==> src/rtl/blinker_if.sv <==
// Settings/LED bundle between the IO multiplexer (master) and the blinker (slave).
interface blinker_if;
  logic [31:0] custom_settings;
  logic [2:0]  blinker_do;

  modport master (output custom_settings, input blinker_do);
  modport slave  (input custom_settings, output blinker_do);
endinterface

==> src/rtl/blinker.sv <==
// Three-channel LED pattern generator: prescaler + step divider pacing a count,
// bounce, PWM breathe or static pattern, with a per-channel output invert mask.
module blinker #(
  parameter int DIV_W = 16
) (
  input  logic     wb_clk_i,
  input  logic     rst_n,
  blinker_if.slave bus
);

  typedef enum logic [1:0] {
    MODE_COUNT   = 2'd0,
    MODE_BOUNCE  = 2'd1,
    MODE_BREATHE = 2'd2,
    MODE_STATIC  = 2'd3
  } mode_t;

  logic [7:0] p;
  mode_t      mode_in;
  logic [2:0] static_pat;
  logic [2:0] inv;
  logic       en;
  logic       unused_bits;

  assign p          = bus.custom_settings[7:0];
  assign mode_in    = mode_t'(bus.custom_settings[9:8]);
  assign static_pat = bus.custom_settings[12:10];
  assign inv        = bus.custom_settings[15:13];
  assign en         = bus.custom_settings[16];
  assign unused_bits = ^bus.custom_settings[31:17];

  logic [7:0]       presc, presc_n;
  logic [DIV_W-1:0] divider, divider_n;
  logic [2:0]       cnt3, cnt3_n;
  logic [2:0]       pos, pos_n;
  logic             dir, dir_n;
  logic [7:0]       duty, duty_n;
  logic [7:0]       pwm_cnt, pwm_cnt_n;
  mode_t            mode_q, mode_q_n;
  logic [2:0]       do_q, do_n;

  logic       mode_change;
  logic       tick;
  logic       step;
  logic [2:0] pattern;

  assign mode_change = (mode_in != mode_q);
  assign tick        = (presc == 8'd0);
  assign step        = en && tick && (&divider) && !mode_change;

  always_ff @(posedge wb_clk_i or negedge rst_n) begin
    if (!rst_n) begin
      presc   <= '0;
      divider <= '0;
      cnt3    <= '0;
      pos     <= 3'b001;
      dir     <= 1'b0;
      duty    <= '0;
      pwm_cnt <= '0;
      mode_q  <= MODE_COUNT;
      do_q    <= '0;
    end else begin
      presc   <= presc_n;
      divider <= divider_n;
      cnt3    <= cnt3_n;
      pos     <= pos_n;
      dir     <= dir_n;
      duty    <= duty_n;
      pwm_cnt <= pwm_cnt_n;
      mode_q  <= mode_q_n;
      do_q    <= do_n;
    end
  end

  // dir is shared by bounce and breathe; only the active mode ever moves it.
  always_comb begin
    presc_n   = presc;
    divider_n = divider;
    cnt3_n    = cnt3;
    pos_n     = pos;
    dir_n     = dir;
    duty_n    = duty;
    pwm_cnt_n = pwm_cnt;
    mode_q_n  = mode_q;

    if (mode_change) begin
      presc_n   = p;
      divider_n = '0;
      cnt3_n    = '0;
      pos_n     = 3'b001;
      dir_n     = 1'b0;
      duty_n    = '0;
      pwm_cnt_n = '0;
      mode_q_n  = mode_in;
    end else if (en) begin
      presc_n   = tick ? p : presc - 8'd1;
      pwm_cnt_n = pwm_cnt + 8'd1;
      if (tick)
        divider_n = divider + DIV_W'(1);
      if (step) begin
        case (mode_q)
          MODE_COUNT: cnt3_n = cnt3 + 3'd1;
          MODE_BOUNCE: begin
            if (!dir) begin
              if (pos == 3'b100) begin
                dir_n = 1'b1;
                pos_n = 3'b010;
              end else begin
                pos_n = pos << 1;
              end
            end else begin
              if (pos == 3'b001) begin
                dir_n = 1'b0;
                pos_n = 3'b010;
              end else begin
                pos_n = pos >> 1;
              end
            end
          end
          MODE_BREATHE: begin
            if (!dir) begin
              if (duty == 8'd255) begin
                dir_n  = 1'b1;
                duty_n = 8'd254;
              end else begin
                duty_n = duty + 8'd1;
              end
            end else begin
              if (duty == 8'd0) begin
                dir_n  = 1'b0;
                duty_n = 8'd1;
              end else begin
                duty_n = duty - 8'd1;
              end
            end
          end
          default: ;
        endcase
      end
    end
  end

  // Pattern is decoded from the registered mode so pins lag state by exactly one clock.
  always_comb begin
    pattern = '0;
    case (mode_q)
      MODE_COUNT:   pattern = cnt3;
      MODE_BOUNCE:  pattern = pos;
      MODE_BREATHE: pattern = {duty[7], (pwm_cnt < ~duty), (pwm_cnt < duty)};
      MODE_STATIC:  pattern = static_pat;
      default:      pattern = '0;
    endcase
    do_n = pattern ^ inv;
  end

  assign bus.blinker_do = do_q;

endmodule

==> src/flat_wrapper.sv <==
// flat-port wrapper written by rule: the top's interface ports become plain ports
module blinker_flat 
#(
  parameter int DIV_W = 16
)
  (wb_clk_i, rst_n, bus_custom_settings, bus_blinker_do);
  blinker_if bus_i ();
  input  logic wb_clk_i;
  input  logic rst_n;
  input wire logic [$bits(bus_i.custom_settings)-1:0] bus_custom_settings;
  output wire logic [$bits(bus_i.blinker_do)-1:0] bus_blinker_do;
  assign bus_i.custom_settings = bus_custom_settings;
  assign bus_blinker_do = bus_i.blinker_do;
  blinker #(.DIV_W(DIV_W)) u_core (.wb_clk_i(wb_clk_i), .rst_n(rst_n), .bus(bus_i));
endmodule
==> config.mk <==
export PLATFORM = sky130hd
export DESIGN_NAME = blinker_flat
export DESIGN_NICKNAME = d
export VERILOG_FILES = /design/src/rtl/blinker_if.sv /design/src/rtl/blinker.sv /design/src/flat_wrapper.sv
export SDC_FILE = /design/constraint.sdc
export NUM_CORES = 1
export LEC_CHECK = 0
export CORE_ASPECT_RATIO = 0.5
export CORE_UTILIZATION = 50
export DETAILED_ROUTE_END_ITERATION = 12
export DONT_BUFFER_PORTS = 1
export GPL_ROUTABILITY_DRIVEN = 0
export GPL_TIMING_DRIVEN = 0
export MAX_ROUTING_LAYER = met4
export PLACE_DENSITY = 0.68
export SKIP_LAST_GASP = 1
export SLEW_MARGIN = 40
export SYNTH_ARGS = -nofsm -noshare
export SYNTH_HDL_FRONTEND = slang
export SYNTH_SLANG_ARGS = --single-unit
==> constraint.sdc <==
create_clock -name wb_clk_i -period 2 [get_ports wb_clk_i]
set_input_delay 0.4 -clock wb_clk_i [delete_from_list [all_inputs] [get_ports wb_clk_i]]
set_output_delay 0.4 -clock wb_clk_i [all_outputs]
set_load 0.01 [all_outputs]
After elaboration in Yosys (flattened, before gate mapping). Index checks and enable logic that the tools add are counted.

Output and inout port bits: 3. Register bits after elaboration: 52. Logic and storage cells: 83.

Equality and inequality tests: 7. Bitwise logic cells: 2. Mux-type cells: 37. Order comparisons: 2. Reductions and logical operators: 20. Add/sub/neg operators: 6.

Operators with widths (number): 2-to-1 mux 8 bit (12); 2-to-1 mux 16 bit (3); 2-to-1 mux 3 bit (10); adder 16 x 1 -> 16 bit (second input constant) (1); adder 8 x 1 -> 8 bit (second input constant) (2); zero test 8 bit (2); < comparator 8 bit (2); AND reduction 16 bit (1); subtractor 8 x 1 -> 8 bit (second input constant) (2); case mux 3 bit (4 select lines) (1); AND reduction 3 bit (4); nonzero test 2 bit (6); 2-to-1 mux 1 bit (9); equality test 8 bit (second input constant) (1); NOT 8 bit (1); equality test 2 bit (second input constant) (2); adder 3 x 1 -> 3 bit (second input constant) (1); equality test 3 x 1 -> 1 bit (second input constant) (1); equality test 3 bit (second input constant) (1); logical AND 1 bit (3); nonzero test 3 bit (1); XOR 3 bit (1); equality test 2 x 1 -> 1 bit (second input constant) (1); zero test 2 bit (1); other kinds (5) (5).

Longest topological paths before layout. Gate-level depths: netlist of the first run.

Depth in word-level cells: 7. Mapped depth: 8.

Worst setup path after synthesis of the first run. OpenSTA, ideal clock, no wires.

Kind: register to register. Start point: register u_core.presc[4]. End point: register u_core.duty[4]. Library setup time: 0.127 ns. Stages on the path, launching flop included: 7. Slack: -0.088 ns. Arrival time: 1.961 ns. Cell sequence: dfrtp_1 > nor4_4 > nand2_4 > or4_1 > buf_2 > nor4_1 > nor2b_1.

Word-level cells in the longest chain between the ends: 6.

RTL lines: from (decl) (RTL line blinker.sv:32) `logic [7:0] presc, presc_n;`; from (signal assigned) (RTL line blinker.sv:63) `presc <= presc_n;`; zero test 8 bit (RTL line blinker.sv:48) `assign tick = (presc == 8'd0);`; logical AND 1 bit (3 in a row) (RTL line blinker.sv:49) `assign step = en && tick && (&divider) && !mode_change;`; nonzero test 2 bit (no source line); AND reduction 3 bit (no source line); to (signal assigned) (RTL line blinker.sv:68) `duty <= duty_n;`; to (decl) (RTL line blinker.sv:37) `logic [7:0] duty, duty_n;`.

Every way passes these cells. A chain may end at the register's enable or synchronous reset.

Worst setup path in the final report of the first run.
Start point: register u_core.presc[0]. End point: register u_core.duty[4].

Same word-level chain as after synthesis.

==> results of run 1 <==
cell families (layout without fill, tap and decap cells):
| group | Yosys count | in the layout |
|---|---|---|
| adders and majority gates | 25 | 25 |
| xor gates and xnor gates | 23 | 23 |
| DFF | 52 | 52 |
| AOI/OAI and AO/OA | 91 | 91 |
| and+or+nand+nor | 155 | 155 |
| muxes | 8 | 8 |
| buffers and inverters | 42 | 72 |
path summary, 6_finish.rpt:
| check | to | slack (ns) | cells past startpoint |
|---|---|---|---|
| max | u_core.duty[4] | -0.05 | 7 |
| min | u_core.bus.blinker_do[0] | 0.18 | 1 |
| max reg2reg | u_core.duty[4] | -0.05 | 7 |
| min reg2reg | u_core.cnt3[2] | 0.56 | 2 |
| max in group asynchronous | u_core.pos[0] | 1.09 | 2 |
| min in group asynchronous | u_core.pos[1] | 0.64 | 2 |
layout make-up:
| class | count | share of cell area |
|---|---|---|
| Tap cell | 92 | 0.0284 |
| Buffer | 14 | 0.0161 |
| Multi-Input combinational cell | 302 | 0.519 |
| Timing Repair Buffer | 27 | 0.0556 |
| Clock inverter | 2 | 0.00340 |
| Clock buffer | 6 | 0.0343 |
| Inverter | 23 | 0.0213 |
| Sequential cell | 52 | 0.322 |
placed cells by master (no fill, tap or decap), types with 3 or more instances in the layout:
cell type	count
inv_2	3
nand2_1	33
buf_4	25
or3_1	7
nand4_1	13
nand3_1	16
nor4_1	3
nor2_1	35
xor2_1	9
clkbuf_1	6
a21oi_1	22
mux2i_1	7
a211oi_1	6
a31oi_1	7
nand2b_1	5
or2_2	3
nor3_1	11
clkbuf_16	5
and3_1	3
ha_1	22
o31ai_1	3
inv_1	19
nor2b_1	6
o21ai_0	23
o2111ai_1	3
clkbuf_2	5
xnor2_1	12
dfrtp_1	51
cell usage after synthesis, types with 2 or more instances:
library cell,number
a211oi_1,7
a21boi_0,2
a21oi_1,23
a221o_1,2
a31o_2,2
a31oi_1,7
and2_1,2
and3_1,3
and4_1,2
buf_1,2
clkbuf_1,16
dfrtp_1,51
ha_1,25
inv_1,22
mux2i_1,7
nand2_1,34
nand2b_1,5
nand3_1,16
nand4_1,13
nand4b_1,2
nor2_1,36
nor2b_1,6
nor3_1,11
nor4_1,5
o2111ai_1,3
o21a_1,2
o21ai_0,24
o22a_1,2
o311ai_0,2
o31ai_1,3
o41ai_1,2
or2_2,3
or3_1,7
or4_1,2
xnor2_1,12
xor2_1,11
repair_timing:
item                                    CTS  global route
resized for setup                        14            19
hold buffers                              2             0
setup buffers                            17             8
endpoints found under the setup margin   47            32
pin swaps                                 3             8
endpoints found under the hold margin    52             0
through the flow:
stage	power, mW	instance area [um^2]	std cells	worst slack (ns)	hold WS (ns)
floorplan	1.37	3480	396	-0.0208	0.104
global placement	1.43	3590	488	-0.370	0.105
detailed placement	1.45	3590	488	-0.342	0.106
CTS	2.44	3930	512	-0.106	0.177
global route	2.57	4050	518	-0.118	0.179
finish	2.46	4050	518	-0.0534	0.185
layer usage:
metal,global-route usage,up-vias,wire [um]
met3,0.0573,17,508
met1,0.333,1532,4150
met2,0.448,106,4140
li1,-,1484,-
met5,-,-,0
met4,0.0768,0,114
sequential cells by signal, summed over array words and instances (netlist names):
name and cells:
u_core.bus.blinker_do 3, u_core.cnt3 3, u_core.dir 1, u_core.divider 16, u_core.duty 8, u_core.mode_q 2
u_core.pos 3, u_core.presc 8, u_core.pwm_cnt 8
worst max-delay path: cells and delay by family (launching register included):
family,cells,cell delay (ns)
AND/OR/NAND/NOR,4,1.10
buffers and inverters,1,0.09
flip-flops,1,0.42
AO/OA/AOI/OAI,1,0.24
adder cells (fa/ha/maj),1,0.13
power breakdown:
part | total [mW] | switching (mW) | leakage [nW] | internal [mW]
registers | 1.16 | 0.0639 | 0.691 | 1.10
logic | 0.387 | 0.231 | 0.936 | 0.155
clock network | 0.916 | 0.414 | 0.0772 | 0.502
total | 2.46 | 0.709 | 1.70 | 1.75
==> results.md, run 1 <==
- Vias: 3139
- Post-synthesis simple-gate area fraction: 0.234
- Main combinational cell family by area after synthesis: simple AND/OR/NAND/NOR gates
- Syn avg cell area: 8.75 um^2
- Synth Area in Compound Gates: 0.173
- Nets: 484
- Post-Route WL: 8.91 mm
- Largest net degree at the start of global routing: 53
- Period minus WS final: 2.05 ns
- Initial core utilization: 0.517
- Period utilization: 1.03
- DR DRC count: 1
- Critical path type: reg2reg
- ANT cells: 0
- Area grow syn2layout: 16.9%
- Mapped Cells: 396
- Final core occ: 0.604
- TNS Setup: -0.0916 ns
- Worst Setup Start Kind: flip-flop
- HPWL Detailed: 5.97 mm
- Port-buffer cells: 0
- Synth Area in XOR/XNOR: 0.0581
- Initial DRC count: 250
- Rel. slew slack: 0.587
- Clock slew at reported path FFs: 0.07 ns
- FMAX: 487 MHz
- H-tree level count: 2
- # setup viols final: 4
- Status: complete, but fails checks
- Net Count, Synth: 455
- Number of flops mapped to enable cells by yosys: 0
- Seq. cell area: 1300 um^2
- Sequential-to-total area share from yosys stat: 0.376
- Netlist cell types: 58
- Hold Crit Start: bus_custom_settings[13]
- Routed len/inst: 17.2 um
- Die W: 120 um
- Max cap viols: 0
- First-pass GRT wire length: 14.5 mm
- Post-synthesis mux area share: 0.0235
- Largest fanout on the critical path: 6
- Post-synthesis register bit count: 52
- Post-Synth Adder-Cell Area: 0.0903
- Maximum VDD drop: 0.000443 V
- Power Dens Cells: 609 nW/um^2
- Setup WS post-layout: -0.0534 ns
- Failing checks: DRC, setup timing
- Die Span Y: 60.9 um
- Layout cells sized above 1: 0.169
- Leak pwr: 1.70 nW
- Core Rows: 21
- Initial antenna violation count: 0
- IO Count: 37
- Layout Skew: 0.00577 ns
- Worst slew pin tran: 0.620 ns
- Post-route ant nets: 0
- Area of the core: 6700 um^2
- Vias per cell: 6.06
- CTS Root Cell: clkbuf_16
- Clock Tree Buf Depth: 2
- Worst stage delay on the critical path: 0.58 ns
- Origin of the critical flop-to-flop path: u_core.presc[0]
- Critical-path top delay cell: or4_4
- Top post-synthesis cells by area: dfrtp_1 37%, ha_1 9.0%, nor2_1 3.9%
- Synthesized area: 3460 um^2
- Slew Viols, Final: 0
- Fillers: 589
- CTS Buf Count: 5
- Die Area: 7290 um^2
- CP required: 2.23 ns
- Grt ovf: 0
- Worst-Skew Late Latency: 0.30 ns
- CTS tree: built
- Final Hold Viols: 0
- Top FF cell, synth: dfrtp_1
- Hold crit path type: in2reg
- Critical Path AT: 2.28 ns
- CP Launch Point: u_core.presc[0]
- Multi-input gate area: 2100 um^2
- Drt pass-1 iters: 11
- CTS Sinks: 52
- Critical-path cell list: inv_2 > ha_4 > and4bb_2 > nand2_4 > or4_4 > a221oi_2 > nor2b_1
- Yosys top cell by area: dfrtp_1
- Ys Warns: 0
- Setup crit end kind: flip-flop
- RSZ-0062 raised after global routing: true
- Total track usage: 0.267
- Top cell type's share of synthesized area: 0.368
- Vias in the first global route: 3038
- Async set or reset register ratio after synthesis: 1.00
Power figures use the tool's default switching activity.
==> inputs of run 2 (changes only) <==
--- a/config.mk
+++ b/config.mk
@@ -5,14 +5,17 @@
 export SDC_FILE = /design/constraint.sdc
 export NUM_CORES = 1
 export LEC_CHECK = 0
+export CAP_MARGIN = 20
+export CELL_PAD_IN_SITES_DETAIL_PLACEMENT = 0
+export CELL_PAD_IN_SITES_GLOBAL_PLACEMENT = 2
 export CORE_ASPECT_RATIO = 0.5
-export CORE_UTILIZATION = 50
+export CORE_UTILIZATION = 35
 export DETAILED_ROUTE_END_ITERATION = 12
 export DONT_BUFFER_PORTS = 1
 export GPL_ROUTABILITY_DRIVEN = 0
 export GPL_TIMING_DRIVEN = 0
 export MAX_ROUTING_LAYER = met4
-export PLACE_DENSITY = 0.68
+export PLACE_DENSITY_LB_ADDON = 0.1
 export SKIP_LAST_GASP = 1
 export SLEW_MARGIN = 40
 export SYNTH_ARGS = -nofsm -noshare
==> run 2 against run 1 <==
  * The flow finishes with violations (setup timing)
  * Non-clock buffer count is 1 lower
  * Sequential cell count unchanged
  * Hold slack got worse by 0.00080 ns
  * Power barely moved
  * Via count is 3.3% lower
  * Final area grew 3.5%
  * Largest power group unchanged
  * Wire length increased by 7.5%
  * Setup slack gained 0.0029 ns
  * Global-route usage fell by 6.1 points
  * Clock-buffer cell count is the same
==> results.md, run 2 (synthesis gave the netlist of run 1 again) <==
- Clock slew at reported path FFs: 0.07 ns
- # setup viols final: 4
- Period utilization: 1.03
- RSZ-0062 raised after global routing: true
- Final Hold Viols: 0
- R2r endpoint: u_core.duty[4]
- Post-Route WL: 9.58 mm
- Clock Tree Buf Depth: 2
- Critical Path AT: 2.28 ns
- Final total power: 2.46 mW
- Largest fanout on the critical path: 6
- Rel. slew slack: 0.566
- HPWL Detailed: 6.52 mm
- Power Dens Cells: 588 nW/um^2
- Vias per cell: 5.42
- Commonest non-fill, non-tap cell in the layout: dfrtp_1
- Origin of the critical flop-to-flop path: u_core.divider[0]
- Register-to-Register Setup Slack: -0.05 ns
- Drt pass-1 iters: 4
- Layout cells sized above 1: 0.198
- Leak pwr: 1.74 nW
- Slew Viols, Final: 0
- Worst slew pin tran: 0.652 ns
- Reg with most FFs: u_core.divider
- FMAX: 488 MHz
- First-pass GRT wire length: 15.7 mm
- Critical path type: reg2reg
- Maximum VDD drop: 0.000351 V
- Die Span Y: 72.4 um
- Initial antenna violation count: 0
- Die W: 143 um
- Number of flip-flops in the largest register: 16
- Setup WS post-layout: -0.0505 ns
- Routed len/inst: 17.1 um
- Area of the core: 9540 um^2
- Area grow syn2layout: 20.9%
- Nets: 483
- Status: complete, but fails checks
- DR DRC count: 0
- Grt ovf: 0
- CTS Root Cell: clkbuf_16
- Layout Skew: 0.00606 ns
- Total track usage: 0.206
- CP required: 2.23 ns
- Max cap viols: 0
- Post-route ant nets: 0
- Largest net degree at the start of global routing: 53
- Setup crit end kind: flip-flop
- ANT cells: 0
- Period minus WS final: 2.05 ns
- Hold Crit Start: bus_custom_settings[13]
- Port-buffer cells: 0
- H-tree level count: 2
- IO Count: 37
- CTS Sinks: 52
- Most frequent cells in the layout: 50 x dfrtp_1, 35 x nor2_1, 31 x nand2_1
- Initial DRC count: 178
- CP Launch Point: u_core.divider[0]
- Die Area: 10300 um^2
- Vias: 3035
- Hold crit path type: in2reg
- Worst-Skew Late Latency: 0.30 ns
- CTS tree: built
- Worst Setup Start Kind: flip-flop
- Core Rows: 25
- DP Worst Slack: -0.486 ns
- R2r worst-path depth: 6
- Initial core utilization: 0.363
- Vias in the first global route: 3023
- Fin Hold WS: 0.184 ns
- Failing checks: setup timing
- Hold Path End: u_core.bus.blinker_do[0]
- Worst Hold Depth: 1
- CTS Buf Count: 5
run 2: changes by cell type in the layout (fill, tap and decap cells not counted), moves of 2 or more:
cell,before,now
xor2_2,2,0
a21boi_0,2,0
nor3_1,11,9
nand2_2,1,3
xor2_4,0,2
ha_2,1,3
a21boi_1,0,2
nand2_1,33,31
run 2: cell type report:
class | instances | area, um^2
clock buffers | 6 | 139
flip-flops and latches | 52 | 1300
repair buffers | 27 | 229
clock inverters | 2 | 13.8
well taps | 135 | 169
plain buffers | 13 | 66.3
multi-input cells | 302 | 2180
fillers | 946 | 5350
inverters | 23 | 90.1
run 2: per-layer routing:
layer	track usage	vias up	share of wire
met3	0.0403	6	0.050
met1	0.283	1489	0.49
met4	0.0562	0	0.0062
met2	0.308	62	0.45
met5	-	-	0
li1	-	1478	-
run 2: how the worst max path moves through the flow:
stage               depth (start not counted)        endpoint
finish                                      6  u_core.duty[4]
floorplan                                   7  u_core.duty[4]
global placement                            5  u_core.duty[3]
CTS                                         8  u_core.duty[3]
detailed placement                          5  u_core.cnt3[0]
global route                                6  u_core.duty[4]
run 2: stage by stage:
step            util  TNS [ns]  std cells  area (um^2)
6_report       0.439    -0.111        560         4190
5_1_grt        0.439    -0.602        560         4190
4_1_cts        0.422   -0.0279        556         4030
3_5_place_dp   0.382    -14.62        531         3650
3_3_place_gp   0.382    -14.18        531         3650
2_1_floorplan      -   -0.0208        396         3480
run 2: repair_timing:
item / in CTS / in global routing
endpoints found under the setup margin: 47 / 36
setup buffers: 19 / 8
gates cloned: 0 / 0
resized for setup: 22 / 32
hold endpoints to repair: 52 / 0
hold buffers: 2 / 0
pin swaps: 10 / 7
run 2: worst max-delay path, stage by stage, from the launching register on:
cell      delay [ns]
dfrtp_1         0.41
ha_2            0.20
and2_4          0.15
nand4_1         0.17
or4_4           0.63
a221oi_2        0.25
nor2b_1         0.16
run 2: report_power, final:
group	switching (mW)	leakage [nW]	internal, mW
sequential	0.0612	0.690	1.10
clock	0.430	0.0772	0.503
combinational	0.229	0.974	0.144
total	0.720	1.74	1.74
